## src/rtl/rob_retire_ctl.sv

```systemverilog
// rob_retire_ctl: reorder-buffer allocate/retire/flush controller with wrap-bit head and tail pointers.
// Ports: clk, reset_n (async active-low).
//   Decode side: alloc_req_de1, alloc_gnt_de1, alloc_robid_de1, e_alloc_vec_de1.
//   Entry status inputs: e_valid_vec, e_ready_vec, e_flush_needed_vec.
//   Retire side: e_retire_vec_rb1, retire_valid_rb1, retire_robid_rb1, q_flush_now_rb1.
//   Occupancy: rob_full, rob_empty, rob_count.
//   With ROB_PERF_CNT_EN defined, the module adds saturating perf_retire_cnt and perf_flush_cnt.
module rob_retire_ctl #(
    parameter int ROB_DEPTH = 16,
    parameter int IDW = $clog2(ROB_DEPTH)
) (
    input  logic                 clk,
    input  logic                 reset_n,
    input  logic                 alloc_req_de1,
    output logic                 alloc_gnt_de1,
    output logic [IDW-1:0]       alloc_robid_de1,
    output logic [ROB_DEPTH-1:0] e_alloc_vec_de1,
    input  logic [ROB_DEPTH-1:0] e_valid_vec,
    input  logic [ROB_DEPTH-1:0] e_ready_vec,
    input  logic [ROB_DEPTH-1:0] e_flush_needed_vec,
    output logic [ROB_DEPTH-1:0] e_retire_vec_rb1,
    output logic                 retire_valid_rb1,
    output logic [IDW-1:0]       retire_robid_rb1,
    output logic                 q_flush_now_rb1,
    output logic                 rob_full,
    output logic                 rob_empty,
    output logic [IDW:0]         rob_count
`ifdef ROB_PERF_CNT_EN
    ,
    output logic [31:0]          perf_retire_cnt,
    output logic [31:0]          perf_flush_cnt
`endif
);
    localparam logic [ROB_DEPTH-1:0] ONE = {{(ROB_DEPTH-1){1'b0}}, 1'b1};
    logic [IDW:0] head, tail;
    logic flush_pend, eval, retire_dec, flush_dec, ret_next;
    logic [IDW-1:0] hidx;
    assign hidx = head[IDW-1:0];
    assign rob_empty = head == tail;
    assign rob_full = (head[IDW-1:0] == tail[IDW-1:0]) && (head[IDW] != tail[IDW]);
    assign rob_count = tail - head;
    assign alloc_gnt_de1 = reset_n & alloc_req_de1 & ~rob_full & ~q_flush_now_rb1 & ~flush_pend;
    assign alloc_robid_de1 = tail[IDW-1:0];
    assign e_alloc_vec_de1 = alloc_gnt_de1 ? ONE << tail[IDW-1:0] : '0;
    assign eval = ~rob_empty & ~q_flush_now_rb1 & ~flush_pend & e_valid_vec[hidx];
    // flush_needed outranks ready on the head entry
    assign flush_dec = eval & e_flush_needed_vec[hidx];
    assign retire_dec = eval & ~e_flush_needed_vec[hidx] & e_ready_vec[hidx];
    // the mispredicting head retires alongside the flush pulse
    assign ret_next = retire_dec | flush_pend;
    always_ff @(posedge clk or negedge reset_n) begin
        if (!reset_n) begin
            head             <= '0;
            tail             <= '0;
            flush_pend       <= 1'b0;
            q_flush_now_rb1  <= 1'b0;
            retire_valid_rb1 <= 1'b0;
            retire_robid_rb1 <= '0;
            e_retire_vec_rb1 <= '0;
        end else if (q_flush_now_rb1) begin
            head             <= '0;
            tail             <= '0;
            flush_pend       <= 1'b0;
            q_flush_now_rb1  <= 1'b0;
            retire_valid_rb1 <= 1'b0;
            retire_robid_rb1 <= '0;
            e_retire_vec_rb1 <= '0;
        end else begin
            flush_pend       <= flush_pend | flush_dec;
            q_flush_now_rb1  <= flush_pend;
            retire_valid_rb1 <= ret_next;
            retire_robid_rb1 <= ret_next ? hidx : '0;
            e_retire_vec_rb1 <= ret_next ? ONE << hidx : '0;
            head             <= head + (IDW+1)'(retire_dec);
            tail             <= tail + (IDW+1)'(alloc_gnt_de1);
        end
    end
`ifdef ROB_PERF_CNT_EN
    always_ff @(posedge clk or negedge reset_n) begin
        if (!reset_n) begin
            perf_retire_cnt <= '0;
            perf_flush_cnt  <= '0;
        end else begin
            perf_retire_cnt <= (retire_valid_rb1 && ~&perf_retire_cnt) ? perf_retire_cnt + 32'd1 : perf_retire_cnt;
            perf_flush_cnt  <= (q_flush_now_rb1 && ~&perf_flush_cnt) ? perf_flush_cnt + 32'd1 : perf_flush_cnt;
        end
    end
`endif
endmodule

```

## config.mk

```make
export PLATFORM = sky130hd
export DESIGN_NAME = rob_retire_ctl
export DESIGN_NICKNAME = d
export VERILOG_FILES = /design/src/rtl/rob_retire_ctl.sv
export SDC_FILE = /design/constraint.sdc
export NUM_CORES = 1
export LEC_CHECK = 0
export ABC_CLOCK_PERIOD_IN_PS = 5000
export CORE_MARGIN = 1.5
export CORE_UTILIZATION = 35
export CTS_BUF_LIST = sky130_fd_sc_hd__clkbuf_2
export DETAILED_ROUTE_END_ITERATION = 6
export PLACE_DENSITY_LB_ADDON = 0.08
export SLEW_MARGIN = 20
export SYNTH_ARGS = -nofsm -noshare
export SYNTH_HDL_FRONTEND = slang
export SYNTH_SLANG_ARGS = --single-unit
```

## constraint.sdc

```tcl
create_clock -name clk -period 5 [get_ports clk]
set_input_delay 0.75 -clock clk [delete_from_list [all_inputs] [get_ports clk]]
set_output_delay 0.75 -clock clk [all_outputs]
set_load 0.01 [all_outputs]
```

==> flow_summary_export.csv <==
group,metric,value,unit
clock_tree,cts_sinks,33,
die,io_pins,101,
worst_setup_path,start_kind,"flip-flop",
placement,hpwl,4.12,mm
global_routing,grt_start_max_net_pins,34,
cells_and_area,syn2layout_area_growth,49.5,%
timing,setup_viol,0,
logic_synthesis,ys_warn_count,0,
power,power.total,0.971,mW
global_routing,grt_pass1_wl,8.34,mm
worst_setup_path,end_kind,"output port",
logic_synthesis,synth-edff-count,0,
routing,drtPass1Iterations,4,
power,p_seq_share,35.9,%
logic_synthesis,avgSynthCellArea,9.86,µm²
die,core,0.00585,mm²
worst_setup_path,cpPeakStageDelay,0.78,ns
timing,tns,0,ns
timing,max_freq,240,MHz
die,rows,28,
timing,final-hold-violation-count,0,
logic_synthesis,ys_types,37,
worst_setup_path,cp_top_family,"simple AND/OR/NAND/NOR gates",
die,dieArea,0.00647,mm²
routing,initialDrtViolationCount,100,
placement,gp_congestion,0.807,
power,peakVddDrop,236,µV
logic_synthesis,synthFlopType,"dfrtp_1",
routing,routed_wl,5.23,mm
logic_synthesis,synth_fp_nets,273,
worst_setup_path,cp_num_buf_inv,2,
routing,avgViaCountPerCell,4.67,
clock_tree,worstSkewPairLatency,0.35,ns
timing,min_period,4.17,ns
cells_and_area,nets,365,
die,fp.dieW,80.5,µm
cells_and_area,multi_input_area,0.00111,mm²
clock_tree,clk_pin_slew_worst_paths,0.16,ns
cells_and_area,fillCellCount,547,
cells_and_area,n_antenna_cell,0,
power,leakage,1.30,nW
flow_run,maxCapViolCount,0,
worst_setup_path,worstPathCellList,"inv_1, ha_1, nand4_1, nor2b_1, nor4_2, nand2_1, nor4_1, clkdlybuf4s50_1",
worst_setup_path,crit_slowest_cell,"dfrtp_1",
clock_tree,ctsRootBufferMaster,"clkbuf_2",
cells_and_area,seqCellArea,826,µm²
timing,relSlewSlack,55.8,%
timing,skew,0.0222,ns
clock_tree,htreeDepth,2,
die,start_util,35.9,%
timing,tightest_slew,0.664,ns
global_routing,antenna_found_initial,0,
clock_tree,cts_inserted_buffers,5,
global_routing,first_global_vias,1680,
status,status,"finished clean",
clock_tree,holdBufCountCts,0,
placement,dpl_worst_slack,1.23,ns
logic_synthesis,synthesis.area,0.00210,mm²
power,clkPwrFrac,12.2,%
die,die_y,80.5,µm
clock_tree,cts_setup_buffers,0,
routing,antenna_left,0,
timing,fin_ws,0.834,ns
placement,placed_area,0.00309,mm²
cells_and_area,drive_gt1_share,9.48,%
cells_and_area,utilization,53.7,%
global_routing,grt_overflow,0,
timing,drv_slew,0,
clock_tree,cts_max_path_buffers,2,
worst_setup_path,cp.required,4.25,ns
power,p_per_area,309,mW/mm²
routing,vias,1780,
clock_tree,cts_tree,"yes",
cells_and_area,fin_area,0.00314,mm²
worst_setup_path,crit_fanout,19,
timing,min_period_over_period,83.3,%
placement,portBuffers,100,
routing,wl_per_cell,13.7,µm
timing,rsz0062_at_grt,"false",
power,p_sw,0.381,mW
routing,drc,0,
clock_tree,cts_resized,0,
logic_synthesis,yosysSeqAreaShare,39.3,%
worst_hold_path,min_path_type,"reg -> reg",
logic_synthesis,synthCells,213,
power,p_int,0.590,mW
logic_synthesis,ys_seq_elements,33,
global_routing,grt.total_usage,16.9,%
power,combPwrFrac,51.9,%
logic_synthesis,async_flop_share,100,%
power,swShare,39.2,%
worst_setup_path,worstSetupPathType,"reg -> out",
worst_setup_path,cp.arrival,3.42,ns
-- final timing paths --
path | startpoint | end | slack [ns] | depth (start not counted)
max reg2reg | head[2]$_DFF_PN0_ | head[4]$_DFF_PN0_ | 1.85 | 12
max in group asynchronous | reset_n | flush_pend$_DFF_PN0_ | 3.89 | 2
max | head[2]$_DFF_PN0_ | e_alloc_vec_de1[8] | 0.83 | 8
min in group asynchronous | reset_n | e_retire_vec_rb1[1]$_DFF_PN0_ | 0.81 | 2
min | head[4]$_DFF_PN0_ | head[4]$_DFF_PN0_ | 0.59 | 2
min reg2reg | head[4]$_DFF_PN0_ | head[4]$_DFF_PN0_ | 0.59 | 2
-- metrics by stage --
step	std cells	hold WS (ns)
after floorplan	213	0.454
after global placement	373	0.543
after detailed placement	373	0.562
after CTS	381	0.599
after global routing	381	0.630
final	381	0.590
-- placed cells by master (no fill, tap or decap), drive strengths merged --
cell and count:
a211o 1, a21o 2, a21oi 4, a221oi 1
a22oi 3, a31oi 2, and2 1, and3 6
buf 3, clkbuf 6, clkdlybuf4s50 100, clkinv 2
dfrtp 33, fa 1, ha 8, inv 12
mux2 2, mux2i 8, mux4 7, nand2 22
nand2b 2, nand3 8, nand4 2, nor2 27
nor2b 13, nor3 9, nor3b 1, nor4 8
o21ai 1, or2 1, xnor2 5, xor2 5
-- logic make-up after synthesis --
| group | share of synthesized area, % |
|---|---|
| buffers and inverters | 8.16 |
| XOR/XNOR | 4.17 |
| flip-flops | 39.3 |
| multiplexers | 12.4 |
| AND/OR/NAND/NOR | 25.5 |
| adder cells (fa/ha/maj) | 5.72 |
| AO/OA/AOI/OAI | 4.71 |
-- layer usage --
layer | part of all wire (%) | global-route usage (%) | vias to the layer above
li1 | - | - | 904
met1 | 48 | 24.6 | 825
met2 | 46 | 24.8 | 49
met3 | 5.7 | 4.09 | 2
met4 | 0.40 | 4.48 | 0
met5 | 0 | 0 | -
-- registers in the layout, summed over array words and instances (netlist names) --
| register | cells |
|---|---|
| retire_robid_rb1 | 4 |
| flush_pend | 1 |
| tail | 5 |
| retire_valid_rb1 | 1 |
| head | 5 |
| q_flush_now_rb1 | 1 |
| e_retire_vec_rb1 | 16 |
-- worst register-to-register path: stages, from the launching register on --
cell	delay, ns
dfrtp_1	0.78
inv_1	0.19
ha_1	0.40
nand4_1	0.11
or2_2	0.33
nand3_1	0.08
o21ai_1	0.15
and3_1	0.25
ha_1	0.20
ha_1	0.21
nand3_1	0.11
xor2_1	0.16
nor2_1	0.05
-- cells in the mapped netlist, types with 3 or more instances --
cell | count | area (µm²)
ha_1 | 8 | 100
buf_4 | 5 | 37.5
nor2_1 | 27 | 101
nand3_1 | 8 | 40.0
clkbuf_1 | 4 | 15.0
xor2_1 | 5 | 43.8
nor3_1 | 8 | 40.0
mux2i_1 | 8 | 80.1
buf_2 | 5 | 25.0
nor2b_1 | 13 | 81.3
buf_6 | 3 | 33.8
and3_1 | 5 | 31.3
nand2_1 | 22 | 82.6
inv_1 | 12 | 45.0
nor4_2 | 6 | 75.1
a22oi_1 | 3 | 22.5
dfrtp_1 | 33 | 826
mux4_2 | 7 | 158
a21oi_1 | 4 | 20.0
xnor2_1 | 5 | 43.8
-- area by class of cell --
type / count / area share (%)
inverter: 12 / 1.43
sequential: 33 / 26.3
clock buffer: 6 / 0.957
tap: 75 / 2.99
multi-input combinational: 150 / 35.4
clock inverter: 2 / 0.319
timing repair buffer: 103 / 32.6
-- power groups by stage --
stage / registers, mW / clock network [mW] / logic (mW)
floorplan: 0.323 / 0 / 0.340
global placement: 0.353 / 0 / 0.502
detailed placement: 0.354 / 0 / 0.501
CTS: 0.349 / 0.125 / 0.503
global route: 0.353 / 0.137 / 0.553
finish: 0.349 / 0.118 / 0.504
Power figures use the tool's default switching activity.
